<file path="src/rtl/sipo6_frame_ctrl.sv">
// Serial frame receiver: start bit, 6 data bits MSB-first, optional even parity, stop bit.
// Good words are committed to a first-word-fall-through FIFO drained by valid/ready.
module sipo6_frame_ctrl #(
  parameter int unsigned PARITY = 0,
  parameter int unsigned DEPTH  = 4
) (
  input  logic                     i_clk,
  input  logic                     i_rst_n,
  input  logic                     i_smp,
  input  logic                     i_sin,
  input  logic                     i_dready,
  output logic                     o_dvalid,
  output logic [5:0]               o_dout,
  output logic [$clog2(DEPTH):0]   o_count,
  output logic                     o_busy,
  output logic                     o_ferr,
  output logic                     o_perr,
  output logic                     o_ovf
);

  localparam int unsigned AW = $clog2(DEPTH);
  localparam logic [AW:0] CountFull = (AW + 1)'(DEPTH);

  typedef enum logic [1:0] {StIdle, StData, StPar, StStop} state_e;

  state_e       r_state, w_state_d;
  logic [2:0]   r_bit, w_bit_d;
  logic [5:0]   r_sh, w_sh_d;
  logic         r_perr, w_perr_d;

  logic [5:0]    r_mem [DEPTH];
  logic [AW-1:0] r_wptr, r_rptr;
  logic [AW:0]   r_count;
  logic          r_ferr_p, r_perr_p, r_ovf_p;

  logic w_stop_smp, w_push, w_pop, w_full, w_wr;

  always_comb begin
    w_state_d = r_state;
    w_bit_d   = r_bit;
    w_sh_d    = r_sh;
    w_perr_d  = r_perr;
    if (i_smp) begin
      case (r_state)
        StIdle: begin
          if (!i_sin) begin
            w_state_d = StData;
            w_bit_d   = 3'd0;
            w_sh_d    = 6'd0;
            w_perr_d  = 1'b0;
          end
        end
        StData: begin
          w_sh_d  = {r_sh[4:0], i_sin};
          w_bit_d = r_bit + 3'd1;
          if (r_bit == 3'd5) begin
            w_state_d = (PARITY != 0) ? StPar : StStop;
          end
        end
        StPar: begin
          w_perr_d  = (^r_sh) ^ i_sin;
          w_state_d = StStop;
        end
        StStop:  w_state_d = StIdle;
        default: w_state_d = StIdle;
      endcase
    end
  end

  assign w_stop_smp = i_smp && (r_state == StStop);
  assign w_push     = w_stop_smp & i_sin & ~r_perr;
  assign w_pop      = o_dvalid & i_dready;
  assign w_full     = (r_count == CountFull);
  // A pop in the same cycle frees the slot, so a full FIFO still accepts.
  assign w_wr       = w_push & (~w_full | w_pop);

  always_ff @(posedge i_clk or negedge i_rst_n) begin
    if (!i_rst_n) begin
      r_state  <= StIdle;
      r_bit    <= 3'd0;
      r_sh     <= 6'd0;
      r_perr   <= 1'b0;
      r_ferr_p <= 1'b0;
      r_perr_p <= 1'b0;
      r_ovf_p  <= 1'b0;
    end else begin
      r_state  <= w_state_d;
      r_bit    <= w_bit_d;
      r_sh     <= w_sh_d;
      r_perr   <= w_perr_d;
      r_ferr_p <= w_stop_smp & ~i_sin;
      r_perr_p <= w_stop_smp & i_sin & r_perr;
      r_ovf_p  <= w_push & w_full & ~w_pop;
    end
  end

  always_ff @(posedge i_clk or negedge i_rst_n) begin
    if (!i_rst_n) begin
      r_wptr  <= '0;
      r_rptr  <= '0;
      r_count <= '0;
    end else begin
      if (w_wr) begin
        r_wptr <= r_wptr + AW'(1);
      end
      if (w_pop) begin
        r_rptr <= r_rptr + AW'(1);
      end
      if (w_wr && !w_pop) begin
        r_count <= r_count + (AW + 1)'(1);
      end else if (w_pop && !w_wr) begin
        r_count <= r_count - (AW + 1)'(1);
      end
    end
  end

  always_ff @(posedge i_clk) begin
    if (w_wr) begin
      r_mem[r_wptr] <= r_sh;
    end
  end

  assign o_dvalid = (r_count != '0);
  assign o_dout   = o_dvalid ? r_mem[r_rptr] : 6'd0;
  assign o_count  = r_count;
  assign o_busy   = (r_state != StIdle);
  assign o_ferr   = r_ferr_p;
  assign o_perr   = r_perr_p;
  assign o_ovf    = r_ovf_p;

endmodule

</file>
<file path="config.mk">
export PLATFORM = sky130hd
export DESIGN_NAME = sipo6_frame_ctrl
export DESIGN_NICKNAME = d
export VERILOG_FILES = /design/src/rtl/sipo6_frame_ctrl.sv
export SDC_FILE = /design/constraint.sdc
export NUM_CORES = 1
export LEC_CHECK = 0
export CAP_MARGIN = 10
export CORE_MARGIN = 1.5
export CORE_UTILIZATION = 50
export CTS_CLUSTER_DIAMETER = 60
export DETAILED_ROUTE_END_ITERATION = 12
export PLACE_DENSITY = 0.8
export SETUP_SLACK_MARGIN = 0.2
export SLEW_MARGIN = 20
export SYNTH_ARGS = -nofsm -noshare
export SYNTH_HDL_FRONTEND = slang
export SYNTH_SLANG_ARGS = --single-unit
</file>
<file path="constraint.sdc">
create_clock -name i_clk -period 4.8 [get_ports i_clk]
set_input_delay 0.96 -clock i_clk [delete_from_list [all_inputs] [get_ports i_clk]]
set_output_delay 0.96 -clock i_clk [all_outputs]
set_load 0.03 [all_outputs]
</file>
==> metrics.md, run 1 <==
| Metric | Value |
|---|---|
| Tmin final | about 3.2 ns |
| Lkg Pwr | 0.974 nW |
| CP arrival | 2.25 ns |
| Mapped cell area | 2130 sq um |
| Final setup vio count | 0 |
| Core Rows | 23 |
| Achievable Freq | 312 MHz |
| Final Core Density | 0.599 |
| GPL Wtd Cong | 0.736 |
| Worst skew pair latency | 0.29 ns |
| Register area share after synthesis | 0.598 |
| Gr ovfl total | 0 |
| CTS Buf Count | 5 |
| Vias in the first global route | 1,170 |
| CP Class | register to output port |
| Fillers | 316 |
| Max Clock Skew | roughly 0.0091 ns |
| Fin Setup TNS | 0 ns |
| DIE WIDTH | 68.2 um |
| RR Startpoint | o_count[0]$_DFFE_PN0P_ |
| Root Driver | clkbuf_8 |
| Setup Buffers After CTS | 0 |
| IO Pins | 19 |
| Total number of vias | 1,082 |
| RSZ-0062 raised after global routing | false |
| Netlist cell types | 34 |
| Crit path launch type | register |
| Crit. Startpoint | r_rptr[0]$_DFFE_PN0N_ |
| Ys async rst share | 0.478 |
| Clock tree from TritonCTS | done |
| Die area | 4650 sq um |
| Post-synthesis register bit count | 46 |
| First-pass GRT wire length | roughly 5700 um |
| Crit. End Element | output port |
| Clock buffer depth | 2 |
| Ant diodes | 0 |
| Final cycle utilization of the critical path | 0.668 |
| Final Hold Viols | 0 |
| P&R area growth vs syn | 14.2% |
| Post-synth top cells | edfxtp_1 (24), dfrtp_1 (22), ha_1 (12) |
| Clock sink total | 46 |
| Top FF cell, synth | edfxtp_1 |
| Largest net degree at the start of global routing | 23 |
| Synth Instances | 136 |
| Final count of pins violating max slew | 0 |
| Yosys top cell area share | 0.339 |
| Largest cells by area after synthesis | edfxtp_1 (34%), dfrtp_1 (26%), ha_1 (7.1%) |
| Core Box Area | slightly above 4000 sq um |
| Nets@finish | around 180 |
| Worst-Margin Slew | a little under 0.5 ns |
| I/O Buffers | 18 |
| Drt pass-1 iters | 4 |
| Initial antenna violation count | 0 |
| Share of cells above drive strength 1 | 0.177 |
| Overall Global Routing Usage | 0.176 |
| Mapped Nets | ~150 |
| # DRC | 0 |
| Worst Hold Launch | r_bit[1]$_DFFE_PN0P_ |
| Initial DRC count | 84 |
| Via density | 5.20 |
| Yosys top cell by area | edfxtp_1 |
| CP max FO | 8 |
| Final ANT Viol Nets | 0 |
| Initial Util | 0.524 |
| Top-count cell post-synth | edfxtp_1 |
| Power density over cell area | 650 nW/um^2 |
| Routed length per placed instance | 16.7 um |
| H-tree depth | 2 |
| PostCTS Resize Cnt | 0 |
| Max Cap Viol | 0 |
| Syn_area_per_cell | 15.6 sq um |
| Clk slew on worst S/H paths | around 0.08 ns |
| Relative slew slack | 0.672 |
| Die Span Y | ~68 um |
| Ys Warns | 0 |
| Post-DP HPWL | 2480 um |
| CTS Hold Bufs | 0 |
| Multi-input combinational cell area | 800 sq um |
| EDFF count, synth | 24 |
| Worst Path Required | around 3.8 ns |
| Hold WC Path Type | register to register |
| Post-Route WL | 3470 um |
| Register Area | 1270 sq um |
| Worst IR drop on VDD | around 0.00029 V |
| Run status | finished, final reports clean |
final timing paths:
kind	slack, ns	end	cells past startpoint
worst max register to register	2.46	o_count[2]$_DFFE_PN0P_	8
min in group asynchronous	0.62	o_ferr$_DFF_PN0_	1
worst min-delay path	0.55	r_bit[1]$_DFFE_PN0P_	1
worst max-delay path	1.59	o_dout[4]	3
worst min register to register	0.55	r_bit[1]$_DFFE_PN0P_	1
max in group asynchronous	3.84	r_sh[2]$_DFFE_PN0P_	1
through the flow:
step	cell area [sq um]	hold WS [ns]	cells	worst slack [ns]	total power [W]
final	2430	0.552	208	1.59	0.00158
after global routing	2430	0.589	208	1.46	0.00169
after CTS	2430	0.558	208	1.54	0.00160
after detailed placement	2350	0.541	200	1.48	0.00138
after global placement	2350	0.498	200	1.66	0.00132
after floorplan	2130	0.491	136	2.38	0.00115
power by group:
group          switching (W)  leakage (nW)  internal (W)
clock               0.000122        0.0450      0.000101
combinational       0.000320         0.440      0.000360
sequential          0.000140         0.489      0.000534
cell families after synthesis:
logic type / count (synthesis) / synth area share
multiplexers: 11 / 0.0912
AO/OA/AOI/OAI: 15 / 0.0624
adder cells (fa/ha/maj): 13 / 0.0800
flip-flops: 46 / 0.598
buffers and inverters: 14 / 0.0265
XOR/XNOR: 10 / 0.0541
AND/OR/NAND/NOR: 27 / 0.0882
registers in the layout, summed over array words and instances, names as in the netlist:
name / count
o_perr: 1
r_rptr: 2
o_ovf: 1
r_perr: 1
r_wptr: 2
r_bit: 3
r_sh: 6
o_ferr: 1
r_state: 2
o_count: 3
r_mem: 24
worst max-delay path: stages, from the launching register on:
cell and delay, ns:
dfrtp_1 0.64, mux4_2 0.56, and2_1 0.17, clkdlybuf4s50_1 0.59
layout by cell type (no fill, tap or decap), types with 5 or more instances in the layout:
cell type        count
a22o_1               6
and2_1               7
clkbuf_8             5
clkdlybuf4s50_1     17
dfrtp_1             22
edfxtp_1            24
ha_1                12
inv_1               10
mux4_2               6
xnor2_1              6
metal layers:
| layer | GRT usage | routed length [um] | part of all wire | vias to the layer above |
|---|---|---|---|---|
| met5 | 0 | 0 | 0 | - |
| met4 | 0.0750 | 30 | 0.0087 | 0 |
| met3 | 0.0395 | 66 | 0.019 | 2 |
| met2 | 0.316 | 1880 | 0.54 | 14 |
| met1 | 0.202 | 1490 | 0.43 | 539 |
| li1 | - | - | - | 527 |
cell type report:
cell class,instances,share of cell area
Clock buffer,6,0.0299
Clock inverter,2,0.00412
Inverter,10,0.0155
Multi-Input combinational cell,76,0.329
Sequential cell,46,0.523
Tap cell,50,0.0258
Timing Repair Buffer,18,0.0721
Note: power is estimated with default switching activity, not from simulation.
==> inputs of run 2 (changes only) <==
--- a/config.mk
+++ b/config.mk
@@ -10,7 +10,7 @@
 export CORE_UTILIZATION = 50
 export CTS_CLUSTER_DIAMETER = 60
 export DETAILED_ROUTE_END_ITERATION = 12
-export PLACE_DENSITY = 0.8
+export PLACE_DENSITY = 0.83
 export SETUP_SLACK_MARGIN = 0.2
 export SLEW_MARGIN = 20
 export SYNTH_ARGS = -nofsm -noshare
==> constraint.sdc (replaced) <==
create_clock -name i_clk -period 2.6 [get_ports i_clk]
set_input_delay 0.52 -clock i_clk [delete_from_list [all_inputs] [get_ports i_clk]]
set_output_delay 0.52 -clock i_clk [all_outputs]
set_load 0.03 [all_outputs]
==> metrics.md, run 2 (same netlist as run 1, synthesis figures left out) <==
| Metric | Value |
|---|---|
| Run status | finished, final reports clean |
| Clock tree from TritonCTS | done |
| Share of cells above drive strength 1 | 0.240 |
| Critical path cell sequence | buf_4 > mux4_2 > and2_1 > dlygate4sd2_1 |
| GPL Wtd Cong | 0.699 |
| Worst IR drop on VDD | about 0.00058 V |
| Worst Path Required | 2.08 ns |
| DIE WIDTH | 68.2 um |
| Commonest non-fill, non-tap cell in the layout | edfxtp_1 |
| GRT met2 Usage | 0.307 |
| Nets@finish | 184 |
| Fin Setup TNS | 0 ns |
| CP max FO | 6 |
| Grt peak-use layer | met2 |
| Psw | 0.00110 W |
| P&R area growth vs syn | 19.8% |
| Initial antenna violation count | 0 |
| Routed length per placed instance | between 15 and 20 um |
| Total number of vias | 1,138 |
| Crit. End Element | output port |
| First-pass GRT wire length | 5610 um |
| Clock sink total | 46 |
| Max FFs per register | 24 |
| Ant diodes | 0 |
| Largest net degree at the start of global routing | 23 |
| Clk slew on worst S/H paths | 0.08 ns |
| Worst-Margin Slew | around 0.34 ns |
| Commonest cells after routing, fill and taps aside | edfxtp_1 (24), dfrtp_1 (21), ha_1 (12) |
| Clk pwr share | 0.192 |
| IO Pins | 19 |
| Post-DP HPWL | 2490 um |
| GR Util met3 | 0.0444 |
| CP arrival | 1.84 ns |
| Final Hold Viols | 0 |
| Final total power | 0.00314 W |
| Crit path launch type | register |
| # DRC | 0 |
| Register with the most flip-flops | r_mem |
| Achievable Freq | roughly 420 MHz |
| Internal power | 0.00204 W |
| Worst skew pair latency | 0.29 ns |
| Logic pwr share | 0.414 |
| Clock buffer depth | 2 |
| Core Rows | 23 |
| Final count of pins violating max slew | 0 |
| Worst-path cell with the longest stage delay | mux4_2 |
| Overall Global Routing Usage | 0.177 |
| Sequential share of power | 0.393 |
| Final ANT Viol Nets | 0 |
| Final setup vio count | 0 |
| H-tree depth | 2 |
| Tmin final | 2.36 ns |
| Final cycle utilization of the critical path | 0.907 |
| Hold WC Path Type | register to register |
| Post-Route WL | approximately 3600 um |
| Sw Ratio | 0.351 |
| Met1 usage | 0.201 |
| Core Box Area | 4060 sq um |
| I/O Buffers | 18 |
| Die Span Y | 68.2 um |
| CTS Buf Count | 5 |
| Post-route cell area | 2550 sq um |
| CP Class | register to output port |
| Power density over cell area | 1230 nW/um^2 |
| Drt pass-1 iters | 4 |
| Via density | ~5.2 |
| Gr ovfl total | 0 |
| Die area | about 4700 sq um |
| Max Clock Skew | 0.00552 ns |
| Max Cap Viol | 0 |
| Root Driver | clkbuf_8 |
| Initial DRC count | between 40 and 50 |
| Initial Util | 0.524 |
| Relative slew slack | 0.772 |
| Delay of the slowest critical-path stage | 0.47 ns |
| Fin Hold WS | 0.534 ns |
| Lkg Pwr | 1.05 nW |
| RSZ-0062 raised after global routing | true |
| Top flop regs | r_mem (24), r_sh (6) |
| Vias in the first global route | 1,130 |
| Post-DP Area | 2390 sq um |
==> run 2: changes by cell type in the layout (fill, tap and decap cells not counted), sizes merged <==
cell           change
clkinv             -1
buf                +8
dlygate4sd2        +4
dlymetal6s2s       +2
clkdlybuf4s50      -7
bufinv             +2
clkbuf             +1
==> run 2: power by group through the flow <==
stage | Sequential (W) | Combinational (W) | Clock, W
2_1_floorplan | 0.00120 | 0.000920 | 0
3_3_place_gp | 0.00123 | 0.00122 | 0
3_5_place_dp | 0.00126 | 0.00129 | 0
4_1_cts | 0.00124 | 0.00129 | 0.000618
5_1_grt | 0.00127 | 0.00143 | 0.000647
6_report | 0.00123 | 0.00130 | 0.000604
==> run 2: path summary, 6_finish.rpt <==
kind	startpoint	to	slack, ns	depth (start not counted)
worst max-delay path	r_rptr[0]$_DFFE_PN0N_	o_dout[4]	0.24	4
min in group asynchronous	i_rst_n	r_state[0]$_DFFE_PN0P_	0.57	2
worst min register to register	o_count[2]$_DFFE_PN0P_	o_count[2]$_DFFE_PN0P_	0.53	1
max in group asynchronous	i_rst_n	r_rptr[0]$_DFFE_PN0N_	1.79	2
worst min-delay path	o_count[2]$_DFFE_PN0P_	o_count[2]$_DFFE_PN0P_	0.53	1
worst max register to register	o_count[0]$_DFFE_PN0P_	o_count[2]$_DFFE_PN0P_	0.34	8
==> run 2: through the flow <==
step / setup slack [ns] / instances / utilization
CTS: 0.125 / 214 / 0.623
detailed placement: 0.0383 / 205 / 0.589
finish: 0.242 / 217 / 0.628
floorplan: 0.301 / 136 / -
global placement: 0.128 / 205 / 0.589
global route: 0.150 / 217 / 0.628
==> run 2: layout make-up <==
class	count	area (sq um)
sequential	46	1270
fill	300	1510
multi-input combinational	76	805
timing repair buffer	27	238
inverter	10	37.5
clock buffer	5	68.8
tap	50	62.6
clock inverter	3	63.8
==> run 2: per-layer routing <==
layer,vias to the layer above,share of wire
met5,-,0
met4,0,0.0098
met3,2,0.027
met2,17,0.56
met1,575,0.41
li1,544,-
==> run 2: repair_timing <==
action	4_1_cts	5_1_grt
resized for setup	8	6
hold buffers	0	0
setup buffers	1	3
endpoints found under the setup margin	7	4
==> run 2: worst max-delay path, delay by kind of cell, from the launching register on <==
family | cells | cell delay [ns]
and+or+nand+nor | 1 | 0.16
DFF | 1 | 0.43
muxes | 1 | 0.47
buffers and inverters | 2 | 0.47
